==> src/rtl/branch_predictor_if.sv <==
// Fetch/update bundle between the front end, the branch unit and the predictor.
// The predictor takes the slave modport; the pipeline side takes master.
interface branch_predictor_if #(
  parameter int DATA_WIDTH = 32
);
  logic [DATA_WIDTH-1:0] fetch_pc;
  logic                  pred_taken;
  logic [DATA_WIDTH-1:0] pred_target;
  logic                  update_en;
  logic [DATA_WIDTH-1:0] update_pc;
  logic                  update_taken;
  logic [DATA_WIDTH-1:0] update_target;
  logic                  update_pred_taken;
  logic [DATA_WIDTH-1:0] update_pred_target;
  logic                  mispredict;
  logic [DATA_WIDTH-1:0] redirect_pc;
  logic [31:0]           branch_count;
  logic [31:0]           mispredict_count;

  modport master (
    output fetch_pc, update_en, update_pc, update_taken, update_target,
           update_pred_taken, update_pred_target,
    input  pred_taken, pred_target, mispredict, redirect_pc,
           branch_count, mispredict_count
  );

  modport slave (
    input  fetch_pc, update_en, update_pc, update_taken, update_target,
           update_pred_taken, update_pred_target,
    output pred_taken, pred_target, mispredict, redirect_pc,
           branch_count, mispredict_count
  );
endinterface

==> src/rtl/branch_predictor.sv <==
// Direct-mapped BTB with 2-bit direction counters, combinational prediction
// and mispredict detection, plus branch/mispredict statistics.
module branch_predictor #(
  parameter int DATA_WIDTH = 32,
  parameter int INDEX_BITS = 4
) (
  input  logic                clk,
  input  logic                rst,
  branch_predictor_if.slave   bus
);
  localparam int ENTRIES = 1 << INDEX_BITS;
  localparam int TAG_W   = DATA_WIDTH - INDEX_BITS - 2;

  logic                  valid_q  [ENTRIES];
  logic [TAG_W-1:0]      tag_q    [ENTRIES];
  logic [DATA_WIDTH-1:0] target_q [ENTRIES];
  logic [1:0]            ctr_q    [ENTRIES];
  logic [31:0]           branch_count_q;
  logic [31:0]           mispredict_count_q;

  logic [INDEX_BITS-1:0] f_idx, u_idx;
  logic [TAG_W-1:0]      f_tag, u_tag;
  logic                  f_hit, u_hit;
  logic                  pred_taken;
  logic                  mispredict;
  logic [DATA_WIDTH-1:0] fetch_next, update_next;

  assign f_idx = bus.fetch_pc[INDEX_BITS+1:2];
  assign f_tag = bus.fetch_pc[DATA_WIDTH-1:INDEX_BITS+2];
  assign u_idx = bus.update_pc[INDEX_BITS+1:2];
  assign u_tag = bus.update_pc[DATA_WIDTH-1:INDEX_BITS+2];

  assign fetch_next  = bus.fetch_pc + DATA_WIDTH'(4);
  assign update_next = bus.update_pc + DATA_WIDTH'(4);

  assign f_hit = valid_q[f_idx] && (tag_q[f_idx] == f_tag);
  assign u_hit = valid_q[u_idx] && (tag_q[u_idx] == u_tag);

  // Gated by rst so outputs are clean even before the first reset edge.
  assign pred_taken = !rst && f_hit && ctr_q[f_idx][1];
  assign mispredict = !rst && bus.update_en &&
                      ((bus.update_taken != bus.update_pred_taken) ||
                       (bus.update_taken && (bus.update_target != bus.update_pred_target)));

  assign bus.pred_taken       = pred_taken;
  assign bus.pred_target      = pred_taken ? target_q[f_idx] : fetch_next;
  assign bus.mispredict       = mispredict;
  assign bus.redirect_pc      = (mispredict && bus.update_taken) ? bus.update_target
                                                                 : update_next;
  assign bus.branch_count     = branch_count_q;
  assign bus.mispredict_count = mispredict_count_q;

  always_ff @(posedge clk) begin
    if (rst) begin
      for (int i = 0; i < ENTRIES; i++) begin
        valid_q[i]  <= 1'b0;
        tag_q[i]    <= '0;
        target_q[i] <= '0;
        ctr_q[i]    <= 2'b01;
      end
      branch_count_q     <= '0;
      mispredict_count_q <= '0;
    end else if (bus.update_en) begin
      branch_count_q <= branch_count_q + 32'd1;
      if (mispredict) begin
        mispredict_count_q <= mispredict_count_q + 32'd1;
      end
      if (u_hit) begin
        if (bus.update_taken) begin
          if (ctr_q[u_idx] != 2'b11) begin
            ctr_q[u_idx] <= ctr_q[u_idx] + 2'd1;
          end
          target_q[u_idx] <= bus.update_target;
        end else if (ctr_q[u_idx] != 2'b00) begin
          ctr_q[u_idx] <= ctr_q[u_idx] - 2'd1;
        end
      end else if (bus.update_taken) begin
        // Taken miss replaces whatever occupies the slot, starting weakly taken.
        valid_q[u_idx]  <= 1'b1;
        tag_q[u_idx]    <= u_tag;
        target_q[u_idx] <= bus.update_target;
        ctr_q[u_idx]    <= 2'b10;
      end
    end
  end
endmodule

==> src/flat_wrapper.sv <==
// flat-port wrapper written by rule: the top's interface ports become plain ports
module branch_predictor_flat 
#(
  parameter int DATA_WIDTH = 32,
  parameter int INDEX_BITS = 4
)
  (clk, rst, bus_fetch_pc, bus_update_en, bus_update_pc, bus_update_taken, bus_update_target, bus_update_pred_taken, bus_update_pred_target, bus_pred_taken, bus_pred_target, bus_mispredict, bus_redirect_pc, bus_branch_count, bus_mispredict_count);
  branch_predictor_if #(.DATA_WIDTH(DATA_WIDTH)) bus_i ();
  input  logic clk;
  input  logic rst;
  input wire logic [$bits(bus_i.fetch_pc)-1:0] bus_fetch_pc;
  input wire logic [$bits(bus_i.update_en)-1:0] bus_update_en;
  input wire logic [$bits(bus_i.update_pc)-1:0] bus_update_pc;
  input wire logic [$bits(bus_i.update_taken)-1:0] bus_update_taken;
  input wire logic [$bits(bus_i.update_target)-1:0] bus_update_target;
  input wire logic [$bits(bus_i.update_pred_taken)-1:0] bus_update_pred_taken;
  input wire logic [$bits(bus_i.update_pred_target)-1:0] bus_update_pred_target;
  output wire logic [$bits(bus_i.pred_taken)-1:0] bus_pred_taken;
  output wire logic [$bits(bus_i.pred_target)-1:0] bus_pred_target;
  output wire logic [$bits(bus_i.mispredict)-1:0] bus_mispredict;
  output wire logic [$bits(bus_i.redirect_pc)-1:0] bus_redirect_pc;
  output wire logic [$bits(bus_i.branch_count)-1:0] bus_branch_count;
  output wire logic [$bits(bus_i.mispredict_count)-1:0] bus_mispredict_count;
  assign bus_i.fetch_pc = bus_fetch_pc;
  assign bus_i.update_en = bus_update_en;
  assign bus_i.update_pc = bus_update_pc;
  assign bus_i.update_taken = bus_update_taken;
  assign bus_i.update_target = bus_update_target;
  assign bus_i.update_pred_taken = bus_update_pred_taken;
  assign bus_i.update_pred_target = bus_update_pred_target;
  assign bus_pred_taken = bus_i.pred_taken;
  assign bus_pred_target = bus_i.pred_target;
  assign bus_mispredict = bus_i.mispredict;
  assign bus_redirect_pc = bus_i.redirect_pc;
  assign bus_branch_count = bus_i.branch_count;
  assign bus_mispredict_count = bus_i.mispredict_count;
  branch_predictor #(.DATA_WIDTH(DATA_WIDTH), .INDEX_BITS(INDEX_BITS)) u_core (.clk(clk), .rst(rst), .bus(bus_i));
endmodule
==> config.mk <==
export PLATFORM = sky130hd
export DESIGN_NAME = branch_predictor_flat
export DESIGN_NICKNAME = d
export VERILOG_FILES = /design/src/rtl/branch_predictor_if.sv /design/src/rtl/branch_predictor.sv /design/src/flat_wrapper.sv
export SDC_FILE = /design/constraint.sdc
export NUM_CORES = 2
export LEC_CHECK = 0
export ABC_AREA = 1
export BUFFER_PORTS_ARGS = -buffer_cell sky130_fd_sc_hd__buf_2
export CAP_MARGIN = 20
export CORE_UTILIZATION = 40
export CTS_CLUSTER_DIAMETER = 60
export DETAILED_ROUTE_END_ITERATION = 6
export MAX_ROUTING_LAYER = met4
export PLACE_DENSITY = 0.63
export REMOVE_ABC_BUFFERS = 1
export SLEW_MARGIN = 20
export SYNTH_ARGS = -nofsm -noshare
export SYNTH_HDL_FRONTEND = slang
export SYNTH_SLANG_ARGS = --single-unit
export TNS_END_PERCENT = 30
==> constraint.sdc <==
create_clock -name clk -period 9.37 [get_ports clk]
set_input_delay 0.937 -clock clk [delete_from_list [all_inputs] [get_ports clk]]
set_output_delay 0.937 -clock clk [all_outputs]
set_load 0.01 [all_outputs]
==> results.ini <==
[clock_tree]
cts_setup_buffers=0
htreeDepth=3
cts_buffer_depth=3
numCtsBuffers=119
cts_tree=done
holdBufCountCts=0
clk_pin_slew_worst_paths_ns=0.06
ctsRootBufferMaster=clkbuf_16
insertion_delay_ns=0.79
cts_resized=0
clkSinkCount=1040

[outcome]
outcome=completed

[setup_path]
r2r_slack_ns=4.75
arrival_ns=5.42
critPathLaunch=bus_fetch_pc[4]
critical_path.top_delay_family=simple AND/OR/NAND/NOR gates
critPathKind=primary input to output pin
end_kind=output pin
worst-path-stages=15
slowest_stage=inv_2
r2r_start=u_core.tag_q[3][0]$_SDFFCE_PN0P_
crit_buf_inv=3
r2r_cells=17
max_stage_delay_ns=0.81
reg2reg_to=u_core.tag_q[11][3]$_SDFFCE_PN0P_
cp_cell_sequence=buf_4 > nand2_1 > inv_2 > nand4_1 > or2_1 > nor2_2 > nand4_1 > nor2_1 > nand3_1 > nor2_1 > nand4_1 > xor2_1 > nand2_1 > o21ai_1 > buf_2
crit_fanout=30
crit_top_cell=nand4_1
startpoint_type=primary input
required_ns=8.43

[hold_path]
min_path_type=flop to flop
worstHoldEndpoint=u_core.valid_q[15]$_DFF_P_
min_path_cells=2
hp-start=u_core.valid_q[15]$_DFF_P_

[sta]
slew_headroom_pct=18.6
setup_tns_ns=0
setup_viol=0
rsz0062_at_grt=false
setup_ws_ns=3.02
worstMarginPinSlew_ns=1.22
finalCriticalPeriod_ns=6.35
timing.fmax_mhz=157
hold_viol_final=0
slew_violations=0
fin_crit_sh_pct=67.8
fin_skew_ns=0.0660

[finish]
nets=6625
area_growth_pct=11.7
final_common_cell=nor2_1
mostFrequentLayoutCells=1555 x nor2_1, 1155 x nand2_1, 960 x edfxtp_1, 630 x o21ai_0, 412 x inv_1
drive_above_1_share_pct=9.51
fillCellCount=13100

[drt]
drt_iter0_markers=7523
vias=49300
via_per_inst=5.88
postRouteAntennaNets=0
detail_route.wl_per_cell_um=25.7
drc_errors=0
drt_wl_total_um=216000
drt_first_pass_iters=6

[die]
start_util_pct=40.3
die_x_um=372
boundaryPins=263
core_area_mm2=0.136
dieArea_mm2=0.138
rows=135
die_y_um=372

[yosys]
synthArstFlopShare_pct=0
yosysTopAreaCellShare_pct=52.7
yosysTopAreaCell=edfxtp_1
syn_inst=6460
ys_seq_area_share_pct=55.6
yosys_warnings=0
synth_edf_count=960
synth_seq_cells=1040
avgSynthCellArea_um2=8.47
ys_types=52
netlist_area_mm2=0.0547
ys.flop_type=edfxtp_1
synthTopCellsByArea=edfxtp_1 53%, nor2_1 11%, nand2_1 8.2%

[placed_design]
port_buffers=262
hpwl_um=134000
globalplace.congestion=0.984
pre_cts_ws_ns=2.86

[power_and_ir_drop]
ir_drop_uv=165
p_per_area_mw_per_mm2=188
p_leak_nw=24.2

[run]
max_cap_violations=0

[grt]
met1_usage_pct=40.7
busiest_layer=met2
grt_pass1_wl_um=308000
grtUsageMet2_pct=45.5
grt_max_degree=203
antenna_found_initial=32
grt-ovfl-total=0
grt_use_total_pct=31.4
grt_use_met3_pct=7.81
grt_pass1_vias=45200

-- state kept, by name, indices dropped and copies added, names as in the netlist --
name                         count
u_core.target_q                512
u_core.tag_q                   416
u_core.bus.branch_count         32
u_core.bus.mispredict_count     32
u_core.ctr_q                    32
u_core.valid_q                  16
-- layout make-up --
cell class	instances	area (um2)	area share, %
clock inverter	66	756	1.24
timing repair buffer	364	2150	3.52
tap	1781	2230	3.65
sequential	1040	30400	49.8
multi-input combinational	4481	20500	33.5
clock buffer	155	3200	5.23
antenna	22	55.1	0.0901
inverter	479	1820	2.97
-- how the worst max path moves through the flow --
stage	to	slack, ns
2_1_floorplan	bus_pred_target[10]	2.65
3_3_place_gp	bus_pred_target[20]	2.84
3_5_place_dp	bus_pred_target[20]	2.86
4_1_cts	bus_pred_target[20]	2.86
5_1_grt	bus_pred_target[31]	2.92
6_report	bus_pred_target[31]	3.02
-- stage by stage --
step | utilization [%] | instances | power (W) | instance area [um2] | hold WS (ns)
global route | 45.0 | 8381 | 0.0118 | 61100 | 0.486
detailed placement | 42.1 | 8145 | 0.00675 | 57100 | 0.466
CTS | 45.0 | 8366 | 0.0115 | 61000 | 0.440
floorplan | - | 6000 | 0.00610 | 52500 | 0.445
global placement | 42.1 | 8144 | 0.00674 | 57000 | 0.460
finish | 45.1 | 8388 | 0.0115 | 61100 | 0.475
-- report_power, final --
| part | internal (W) | total, W | switching [W] |
|---|---|---|---|
| Clock | 0.00277 | 0.00481 | 0.00204 |
| Sequential | 0.00529 | 0.00537 | 0.0000784 |
| Combinational | 0.000315 | 0.00134 | 0.00102 |
-- per-layer routing --
| layer | up-vias | part of all wire, % |
|---|---|---|
| met5 | - | 0 |
| met4 | 0 | 5.6 |
| met3 | 553 | 14 |
| met2 | 3453 | 43 |
| met1 | 23600 | 38 |
| li1 | 21700 | - |
-- tightest hold or removal path: cells and delay by family, from the launching register on --
family,cells,cell delay [ns]
DFF,1,0.32
and+or+nand+nor,2,0.11
-- cells in the mapped netlist (16+ instances only) --
master	instances
a21oi_1	294
a32o_1	17
buf_1	18
buf_2	111
buf_4	51
clkbuf_1	267
clkinv_1	55
dfxtp_1	80
edfxtp_1	960
inv_1	416
nand2_1	1188
nand3_1	263
nand4_1	35
nor2_1	1560
nor3_1	67
o211ai_1	56
o21ai_0	630
o21ai_1	41
o221ai_1	49
o22ai_1	85
xnor2_1	16
xor2_1	90
-- cells by family after synthesis --
| kind of cell | after synthesis | synth area share [%] |
|---|---|---|
| flops | 1040 | 55.6 |
| xor+xnor | 106 | 1.70 |
| fa+ha+maj | 7 | 0.160 |
| simple gates | 3177 | 23.3 |
| buf+inv | 939 | 7.24 |
| compound gates | 1191 | 11.9 |
(Power assumes the default switching activity.)
